File: src/rtl/pri_arb_pkg.sv
// Shared types and constants for the eight-way priority / round-robin arbiter.
package pri_arb_pkg;

  localparam int unsigned N_REQ = 8;
  localparam int unsigned ID_W  = 3;

  typedef enum logic {ARB_IDLE, ARB_BUSY} arb_state_e;

  typedef logic [ID_W-1:0] arb_id_t;

  function automatic int unsigned hold_cnt_w(input int unsigned max_hold);
    return (max_hold == 0) ? 1 : $clog2(max_hold + 1);
  endfunction

endpackage

File: src/rtl/pri_arbiter_8_rr_pri_sel.sv
// Combinational winner select: rotate candidates by last_id, highest-index
// priority encode, then un-rotate the index back to a requester number.
module rr_pri_sel
  import pri_arb_pkg::*;
(
  input  logic [N_REQ-1:0] eff_i,
  input  arb_id_t          last_id_i,
  input  logic             rr_en_i,
  output logic             any_o,
  output arb_id_t          win_id_o
);

  arb_id_t          offset;
  arb_id_t          rot_win;
  logic [N_REQ-1:0] rot;

  always_comb begin
    offset = rr_en_i ? last_id_i : '0;
    // rot[7] maps to last_id-1, rot[0] to last_id itself (lowest priority).
    for (int unsigned j = 0; j < N_REQ; j++) begin
      rot[j] = eff_i[arb_id_t'(ID_W'(j) + offset)];
    end
    rot_win = '0;
    for (int unsigned j = 0; j < N_REQ; j++) begin
      if (rot[j]) rot_win = ID_W'(j);
    end
    any_o    = |eff_i;
    win_id_o = rot_win + offset;
  end

endmodule

File: src/rtl/pri_arbiter_8.sv
// Eight-requester arbiter: grant FSM, hold-timeout counter and registered
// one-hot / binary grant outputs.
module pri_arbiter_8
  import pri_arb_pkg::*;
#(
  parameter int unsigned MAX_HOLD = 16
) (
  input  logic             clk_i,
  input  logic             rst_i,
  input  logic [N_REQ-1:0] req_i,
  input  logic [N_REQ-1:0] mask_i,
  input  logic             rr_en_i,
  input  logic             done_i,
  output logic [N_REQ-1:0] gnt_o,
  output logic [ID_W-1:0]  gnt_id_o,
  output logic             gnt_vld_o,
  output logic             timeout_o
);

  localparam int unsigned CNT_W = hold_cnt_w(MAX_HOLD);
  localparam logic [CNT_W-1:0] HOLD_LAST = CNT_W'((MAX_HOLD == 0) ? 0 : MAX_HOLD - 1);

  arb_state_e       state_q, state_d;
  logic [N_REQ-1:0] gnt_q, gnt_d;
  arb_id_t          gnt_id_q, gnt_id_d;
  logic             gnt_vld_q, gnt_vld_d;
  logic             timeout_q, timeout_d;
  arb_id_t          last_id_q, last_id_d;
  logic [CNT_W-1:0] hold_cnt_q, hold_cnt_d;

  logic [N_REQ-1:0] eff;
  logic             any;
  arb_id_t          win_id;
  logic             release_now;

  assign eff = req_i & mask_i;

  rr_pri_sel u_sel (
    .eff_i     (eff),
    .last_id_i (last_id_q),
    .rr_en_i   (rr_en_i),
    .any_o     (any),
    .win_id_o  (win_id)
  );

  always_comb begin
    state_d     = state_q;
    gnt_d       = gnt_q;
    gnt_id_d    = gnt_id_q;
    gnt_vld_d   = gnt_vld_q;
    timeout_d   = 1'b0;
    last_id_d   = last_id_q;
    hold_cnt_d  = hold_cnt_q;
    release_now = 1'b0;

    case (state_q)
      ARB_IDLE: begin
        if (any) begin
          state_d        = ARB_BUSY;
          gnt_d          = '0;
          gnt_d[win_id]  = 1'b1;
          gnt_id_d       = win_id;
          gnt_vld_d      = 1'b1;
          hold_cnt_d     = '0;
          last_id_d      = win_id;
        end
      end
      ARB_BUSY: begin
        if (!req_i[gnt_id_q] || done_i) begin
          release_now = 1'b1;
        end else if ((MAX_HOLD != 0) && (hold_cnt_q == HOLD_LAST)) begin
          release_now = 1'b1;
          timeout_d   = 1'b1;
        end else if (hold_cnt_q != '1) begin
          // Saturating only matters with the timeout disabled.
          hold_cnt_d = hold_cnt_q + CNT_W'(1);
        end
        if (release_now) begin
          state_d    = ARB_IDLE;
          gnt_d      = '0;
          gnt_id_d   = '0;
          gnt_vld_d  = 1'b0;
          hold_cnt_d = '0;
        end
      end
      default: state_d = ARB_IDLE;
    endcase
  end

  always_ff @(posedge clk_i) begin
    if (rst_i) begin
      state_q    <= ARB_IDLE;
      gnt_q      <= '0;
      gnt_id_q   <= '0;
      gnt_vld_q  <= 1'b0;
      timeout_q  <= 1'b0;
      last_id_q  <= '0;
      hold_cnt_q <= '0;
    end else begin
      state_q    <= state_d;
      gnt_q      <= gnt_d;
      gnt_id_q   <= gnt_id_d;
      gnt_vld_q  <= gnt_vld_d;
      timeout_q  <= timeout_d;
      last_id_q  <= last_id_d;
      hold_cnt_q <= hold_cnt_d;
    end
  end

  assign gnt_o     = gnt_q;
  assign gnt_id_o  = gnt_id_q;
  assign gnt_vld_o = gnt_vld_q;
  assign timeout_o = timeout_q;

endmodule

File: config.mk
export PLATFORM = sky130hd
export DESIGN_NAME = pri_arbiter_8
export DESIGN_NICKNAME = d
export VERILOG_FILES = /design/src/rtl/pri_arb_pkg.sv /design/src/rtl/pri_arbiter_8_rr_pri_sel.sv /design/src/rtl/pri_arbiter_8.sv
export SDC_FILE = /design/constraint.sdc
export NUM_CORES = 1
export LEC_CHECK = 0
export CORE_MARGIN = 2
export CORE_UTILIZATION = 25
export DETAILED_ROUTE_END_ITERATION = 8
export PLACE_DENSITY = 0.42
export SLEW_MARGIN = 5
export SYNTH_ARGS = -nofsm -noshare
export SYNTH_HDL_FRONTEND = slang
export SYNTH_SLANG_ARGS = --single-unit
File: constraint.sdc
create_clock -name clk_i -period 5.8 [get_ports clk_i]
set_input_delay 1.45 -clock clk_i [delete_from_list [all_inputs] [get_ports clk_i]]
set_output_delay 1.45 -clock clk_i [all_outputs]
set_load 0.005 [all_outputs]
# [Yosys cells after proc, flatten, opt, wreduce, memory -nomap -nowiden]
# Cells that the tools add are included.
[word_totals] in_bits=20 reg_bits=22
[op_classes] eq_ne=7 bitwise_logic=2 muxes=47 magnitude_cmp=10 addsub=9 reduce_logical=8
[op_table] op="< comparator 3 x 4 -> 1 bit (second input constant)" count=9
[op_table] op="2-to-1 mux 5 bit" count=5
[op_table] op="binary-select mux 1 bit (select 3 bit)" count=8
[op_table] op="2-to-1 mux 3 bit" count=7
[op_table] op="2-to-1 mux 1 bit" count=17
[op_table] op="2-to-1 mux 8 bit" count=2
[op_table] op="one-hot mux 8 bit (2 select lines)" count=1
[op_table] op="adder 3 bit (first input constant)" count=4
[op_table] op="one-hot mux 5 bit (2 select lines)" count=1
[op_table] op="AND 8 bit" count=1
[op_table] op="OR reduction 8 bit" count=1
[op_table] op="adder 2 x 3 -> 3 bit (first input constant)" count=2
[op_table] op="inequality test 3 x 2 -> 1 bit (second input constant)" count=2
[op_table] op="one-hot mux 3 bit (2 select lines)" count=1
[op_table] op="adder 5 x 1 -> 5 bit (second input constant)" count=1
[op_table] op="== test 5 x 4 -> 1 bit (second input constant)" count=1
[op_table] op="inequality test 5 bit (second input constant)" count=1
[op_table] op="2-to-1 mux 2 bit" count=2
[op_table] op="one-hot mux 1 bit (2 select lines)" count=2
[op_table] op="AND reduction 2 bit" count=2
[op_table] op="AND reduction 4 bit" count=1
[op_table] op="adder 1 x 3 -> 3 bit (first input constant)" count=1
[op_table] op="adder 3 bit" count=1
[op_table] op="demux 1 bit (select 3 bit)" count=1
[op_table] op="other kinds (9)" count=9

# [Longest topological paths before layout]
[logic_depth] ltp_word=18 mapped_depth=15 mapped_depth_nobuf=14

# [Hierarchy]
# A second synthesis with hierarchy kept.
[hier_totals] cells_unflattened=213 hier_area_um2=1833.0
[by_module_without_submodules] module="pri_arbiter_8" cells_per_inst=146 instances=1 area_per_inst_um2=1227.4 seq_area_each_um2=440.4
[by_module_without_submodules] module="rr_pri_sel" cells_per_inst=67 instances=1 area_per_inst_um2=605.6 seq_area_each_um2=0.0

# [Least setup slack after synthesis]
# No wires, ideal clock.
[synth_path] path_kind="input -> register" startpoint="in rr_en_i" endpoint="reg gnt_q[3], in the netlist gnt_o[3]" t_arrival_ps=4324 stages=14 t_required_ps=5739 setup_ps=61 path_slack_ps=1415 path_buffers=1 path_cell_list="and2_2 > dlygate4sd2_1 > inv_1 > ha_1 > mux4_2 > o21ai_0 > a21oi_1 > o21bai_1 > ha_1 > inv_1 > fa_1 > xor2_1 > xor2_1 > a32o_1"
[synth_between] elab_chain_len=18 word_cells_on_any_way=37 cone_classes="8 x add/sub; 2 x order compare; 26 x mux; 1 x reduce/logical"
[synth_rtl] element="from (decl)" line="pri_arbiter_8.sv:12" rtl="input logic rr_en_i,"
[synth_rtl] element="2-to-1 mux 3 bit *" line="pri_arbiter_8_rr_pri_sel.sv:18" rtl="offset = rr_en_i ? last_id_i : '0;"
[synth_rtl] element="adder 1 x 3 -> 3 bit" line="pri_arbiter_8_rr_pri_sel.sv:21" rtl="rot[j] = eff_i[arb_id_t'(ID_W'(j) + offset)];"
[synth_rtl] element="binary-select mux 1 bit (select 3 bit)" line="pri_arbiter_8_rr_pri_sel.sv:21"
[synth_rtl] element="2-to-1 mux 1 bit (not written as such)" line="pri_arbiter_8_rr_pri_sel.sv:21"
[synth_rtl] element="2-to-1 mux 1 bit" line="pri_arbiter_8_rr_pri_sel.sv:25" rtl="if (rot[j]) rot_win = ID_W'(j);"
[synth_rtl] element="2-to-1 mux 2 bit (2 in a row)" line="pri_arbiter_8_rr_pri_sel.sv:25"
[synth_rtl] element="2-to-1 mux 3 bit (4 in a row)" line="pri_arbiter_8_rr_pri_sel.sv:25"
[synth_rtl] element="adder 3 bit *" line="pri_arbiter_8_rr_pri_sel.sv:28" rtl="win_id_o = rot_win + offset;"
[synth_rtl] element="< comparator 3 x 4 -> 1 bit (not written as such) / >= comparator 3 x 1 -> 1 bit (equally long branches)" line="pri_arbiter_8.sv:61" rtl="gnt_d[win_id] = 1'b1;"
[synth_rtl] element="logical AND 1 bit (not written as such)" line="pri_arbiter_8.sv:61"
[synth_rtl] element="2-to-1 mux 1 bit (not written as such)" line="pri_arbiter_8.sv:61"
[synth_rtl] element="demux 1 bit (select 3 bit) *" line="pri_arbiter_8.sv:61"
[synth_rtl] element="2-to-1 mux 8 bit *" line="pri_arbiter_8.sv:58" rtl="if (any) begin"
[synth_rtl] element="one-hot mux 8 bit (2 select lines) *" line="pri_arbiter_8.sv:56" rtl="case (state_q)"
[synth_rtl] element="to (signal assigned)" line="pri_arbiter_8.sv:101" rtl="gnt_q <= gnt_d;"
[synth_rtl] element="to (decl)" line="pri_arbiter_8.sv:24" rtl="logic [N_REQ-1:0] gnt_q, gnt_d;"
# Mark *: on every way between the ends. The rest lies on a longest branch, timed or not. The select of a mux whose other input is x is not followed.
# A chain may end at the register's enable or synchronous reset.

# [Worst setup path in the final report]
# Same ends and word-level chain as after synthesis.

==> metrics.md <==
| Metric | Value |
|---|---|
| Hold Crit Class | `flip-flop to flip-flop` |
| Tmin final | `4.81 ns` |
| Die area | `~0.0067 sq mm` |
| Residual DRC | `0` |
| Achievable clock frequency | `208 MHz` |
| DRT iter0 DRCs | `76` |
| Placement Cell Area | `roughly 0.0019 sq mm` |
| Final Cycle Share | `83.0%` |
| Drt via density | `about 5.1` |
| Fillers | `617` |
| # IOs | `33` |
| Cell Rows | `28` |
| Vias in the first global route | `around 1.3k` |
| Finished Cell Area | `around 0.0020 sq mm` |
| WL final | `4.08 mm` |
| Synth warnings | `0` |
| Clock root buffer | `clkbuf_8` |
| MaxCap Viol Count | `0` |
| Relative slew margins | `37.0%` |
| Slew @ Worst Pin | `0.944 ns` |
| Resized cells post-CTS | `0` |
| Sequential share of the synthesized area | `29.0%` |
| Pre-Repair DR Iteration Count | `4` |
| Power density over the cells | `416 mW/mm^2` |
| Slowest stage delay, CP | `about 0.54 ns` |
| Crit path cell chain | `clkdlybuf4s50_1 -> and2_4 -> inv_12 -> ha_1 -> mux4_2 -> o21ai_0 -> a21oi_1 -> o21bai_1 -> ha_1 -> inv_1 -> fa_1 -> xor2_1 -> xor2_1 -> a32o_1` |
| # nets final | `206` |
| Worst setup SP type | `input pin` |
| Initial antenna violation count | `0` |
| Clock skew | `0.00726 ns` |
| Vias | `1289` |
| Commonest register cell after synthesis | `dfxtp_1` |
| Result of the run | `finished clean` |
| Die width | `about 82 microns` |
| Setup violators final | `0` |
| Initial Utilization | `around a quarter` |
| Distinct cells, synth | `41` |
| Max Used Layer | `met3` |
| Setup CP Type | `input pin to flip-flop` |
| Leak | `0.742 nW` |
| Largest net degree at the start of global routing | `14` |
| Finished Layout Cells | `254` |
| Synth-to-layout area growth | `29.4%` |
| Detail Route met2 WL | `2.03 mm` |
| M1 wire length | `1.81 mm` |
| Critical Path RT | `6.01 ns` |
| Setup crit end kind | `flip-flop` |
| Hold Worst Slack | `0.481 ns` |
| Syn_nets | `173` |
| ANT cells | `0` |
| Synth Register Bits | `22` |
| Clk sink count | `22` |
| Sum of negative setup slack | `0 ns` |
| WL per Instance | `roughly 16 microns` |
| Placed Cells | `250` |
| GPL Wtd Cong | `0.796` |
| Ys async rst share | `0%` |
| Mapped Cells | `147` |
| Synth Area per Inst | `~10 sq um` |
| Post-CTS Hold Buffers | `0` |
| Clk buf depth | `2` |
| GRT Total Usage | `12.8%` |
| RSZ-0062 raised after global routing | `no` |
| Syn Std Cell Area | `0.00152 sq mm` |
| Metal3 WL | `about 240 microns` |
| Number of buffers inserted to repair setup after CTS | `0` |
| Die height | `about 82 microns` |
| Core footprint | `slightly below 0.006 sq mm` |
| PortBufs | `32` |
| CTS H-tree lvls | `1` |
| Final Hold Viols | `0` |
| Share of layout cells above drive strength 1 | `10.6%` |
| EDFF count, synth | `0` |
| CTS Buf Count | `3` |
| Grt total ovfl | `0` |
| Critical-path maximum fanout | `9` |
| Reg clk slew, reported paths | `about 0.09 ns` |
| TritonCTS clock tree | `built` |
| Routed Antenna Nets | `0` |
| Clock latency on the worst-skew pair | `0.26 ns` |
| Post-DP HPWL | `around 3.2 mm` |
| Global-route wire length before repair | `6.51 mm` |
| Data arrival, critical path | `between 5 and 6 ns` |
| Final Slew Violations | `0` |
| VDD IR max | `0.164 mV` |
| Slowest cell on crit path | `clkdlybuf4s50_1` |
==> final cells by class <==
cell class	count	area (sq um)	share of cell area, %
repair buffers	32	320	16.3
well taps	75	93.8	4.78
multi-input cells	112	990	50.4
clock inverters	1	30.0	1.53
clock buffers	3	41.3	2.10
flip-flops and latches	22	440	22.4
inverters	9	46.3	2.36
==> cell usage after synthesis, types with 2 or more instances <==
master / n / share of area, %
a21o_1: 3 / 1.5
a211oi_1: 2 / 0.99
a21oi_1: 4 / 1.3
mux4_2: 7 / 10
nand2_1: 13 / 3.2
dfxtp_1: 22 / 29
a32o_1: 2 / 1.3
a22o_1: 4 / 2.3
ha_1: 5 / 4.1
nor2_1: 13 / 3.2
mux4_1: 3 / 5.2
a311oi_1: 2 / 1.2
nor3_1: 6 / 2.0
mux2i_1: 13 / 8.6
mux2_2: 4 / 3.0
xor2_1: 5 / 2.9
o2bb2ai_1: 4 / 2.3
o21ai_0: 2 / 0.66
inv_1: 8 / 2.0
nand2b_1: 2 / 0.82
or3_1: 2 / 0.82
nand4_1: 2 / 0.82
==> cell usage in the layout, fill, tap and decap left out, types with 2 or more instances in the layout <==
cell type,netlist,final
a21o_1,3,3
mux4_2,7,7
xor2_1,5,5
mux2_2,4,4
nand2b_1,2,2
mux4_1,3,3
dfxtp_1,22,22
or3_1,2,2
ha_1,5,5
nand2_1,13,13
inv_1,8,8
o2bb2ai_1,4,4
o21ai_0,2,2
a211oi_1,2,2
nand4_1,2,2
a311oi_1,2,2
clkbuf_8,0,3
a21oi_1,4,4
a32o_1,2,2
a22o_1,4,4
mux2i_1,13,13
clkdlybuf4s50_1,0,32
nor2_1,13,13
nor3_1,6,6
==> worst max-delay path, delay by kind of cell <==
kind | cells | cell delay [ns]
buf+inv | 3 | 0.64
mux | 1 | 0.50
xor+xnor | 2 | 0.68
fa+ha+maj | 3 | 0.85
simple gates | 1 | 0.29
compound gates | 4 | 0.61
==> sequential cells by signal, summed over array words and instances, names as in the netlist <==
register    flops
gnt_id_o        3
gnt_o           8
gnt_vld_o       1
hold_cnt_q      5
last_id_q       3
state_q         1
timeout_o       1
==> through the flow <==
step | util (%) | setup slack, ns | power [W]
after floorplan | - | 1.42 | 0.000535
after global placement | 32.1 | 0.689 | 0.000679
after detailed placement | 32.1 | 0.682 | 0.000680
after CTS | 33.3 | 0.976 | 0.000826
after global routing | 33.3 | 0.746 | 0.000881
final | 33.3 | 0.986 | 0.000817
==> per-layer routing <==
layer,track usage [%],up-vias
met5,0,-
met4,1.50,0
met3,2.97,0
met2,22.2,34
met1,16.6,637
li1,-,618
==> power breakdown <==
| part | switching, W | internal (W) | total, W |
|---|---|---|---|
| sequential | 0.0000423 | 0.000192 | 0.000234 |
| combinational | 0.000218 | 0.000221 | 0.000439 |
| clock | 0.0000514 | 0.0000922 | 0.000144 |
| total | 0.000312 | 0.000505 | 0.000817 |
==> worst paths after layout <==
check                             startpoint  endpoint  slack (ns)  depth (start not counted)
worst max-delay path                 rr_en_i  gnt_o[3]        0.99                         14
worst min register to register      gnt_o[5]  gnt_o[5]        0.48                          1
worst min-delay path                gnt_o[5]  gnt_o[5]        0.48                          1
worst max register to register  last_id_q[1]  gnt_o[3]        2.27                         13
==> kinds of logic (layout without fill, tap and decap cells) <==
kind of cell	Yosys count	after routing	share of synthesized area, %
xor gates and xnor gates	6	6	3.47
and+or+nand+nor	47	47	16.3
buffers and inverters	13	45	5.69
muxes	27	27	27.1
AOI/OAI and AO/OA	26	26	13.0
DFF	22	22	29.0
adders and majority gates	6	6	5.45
Power figures use the tool's default switching activity.
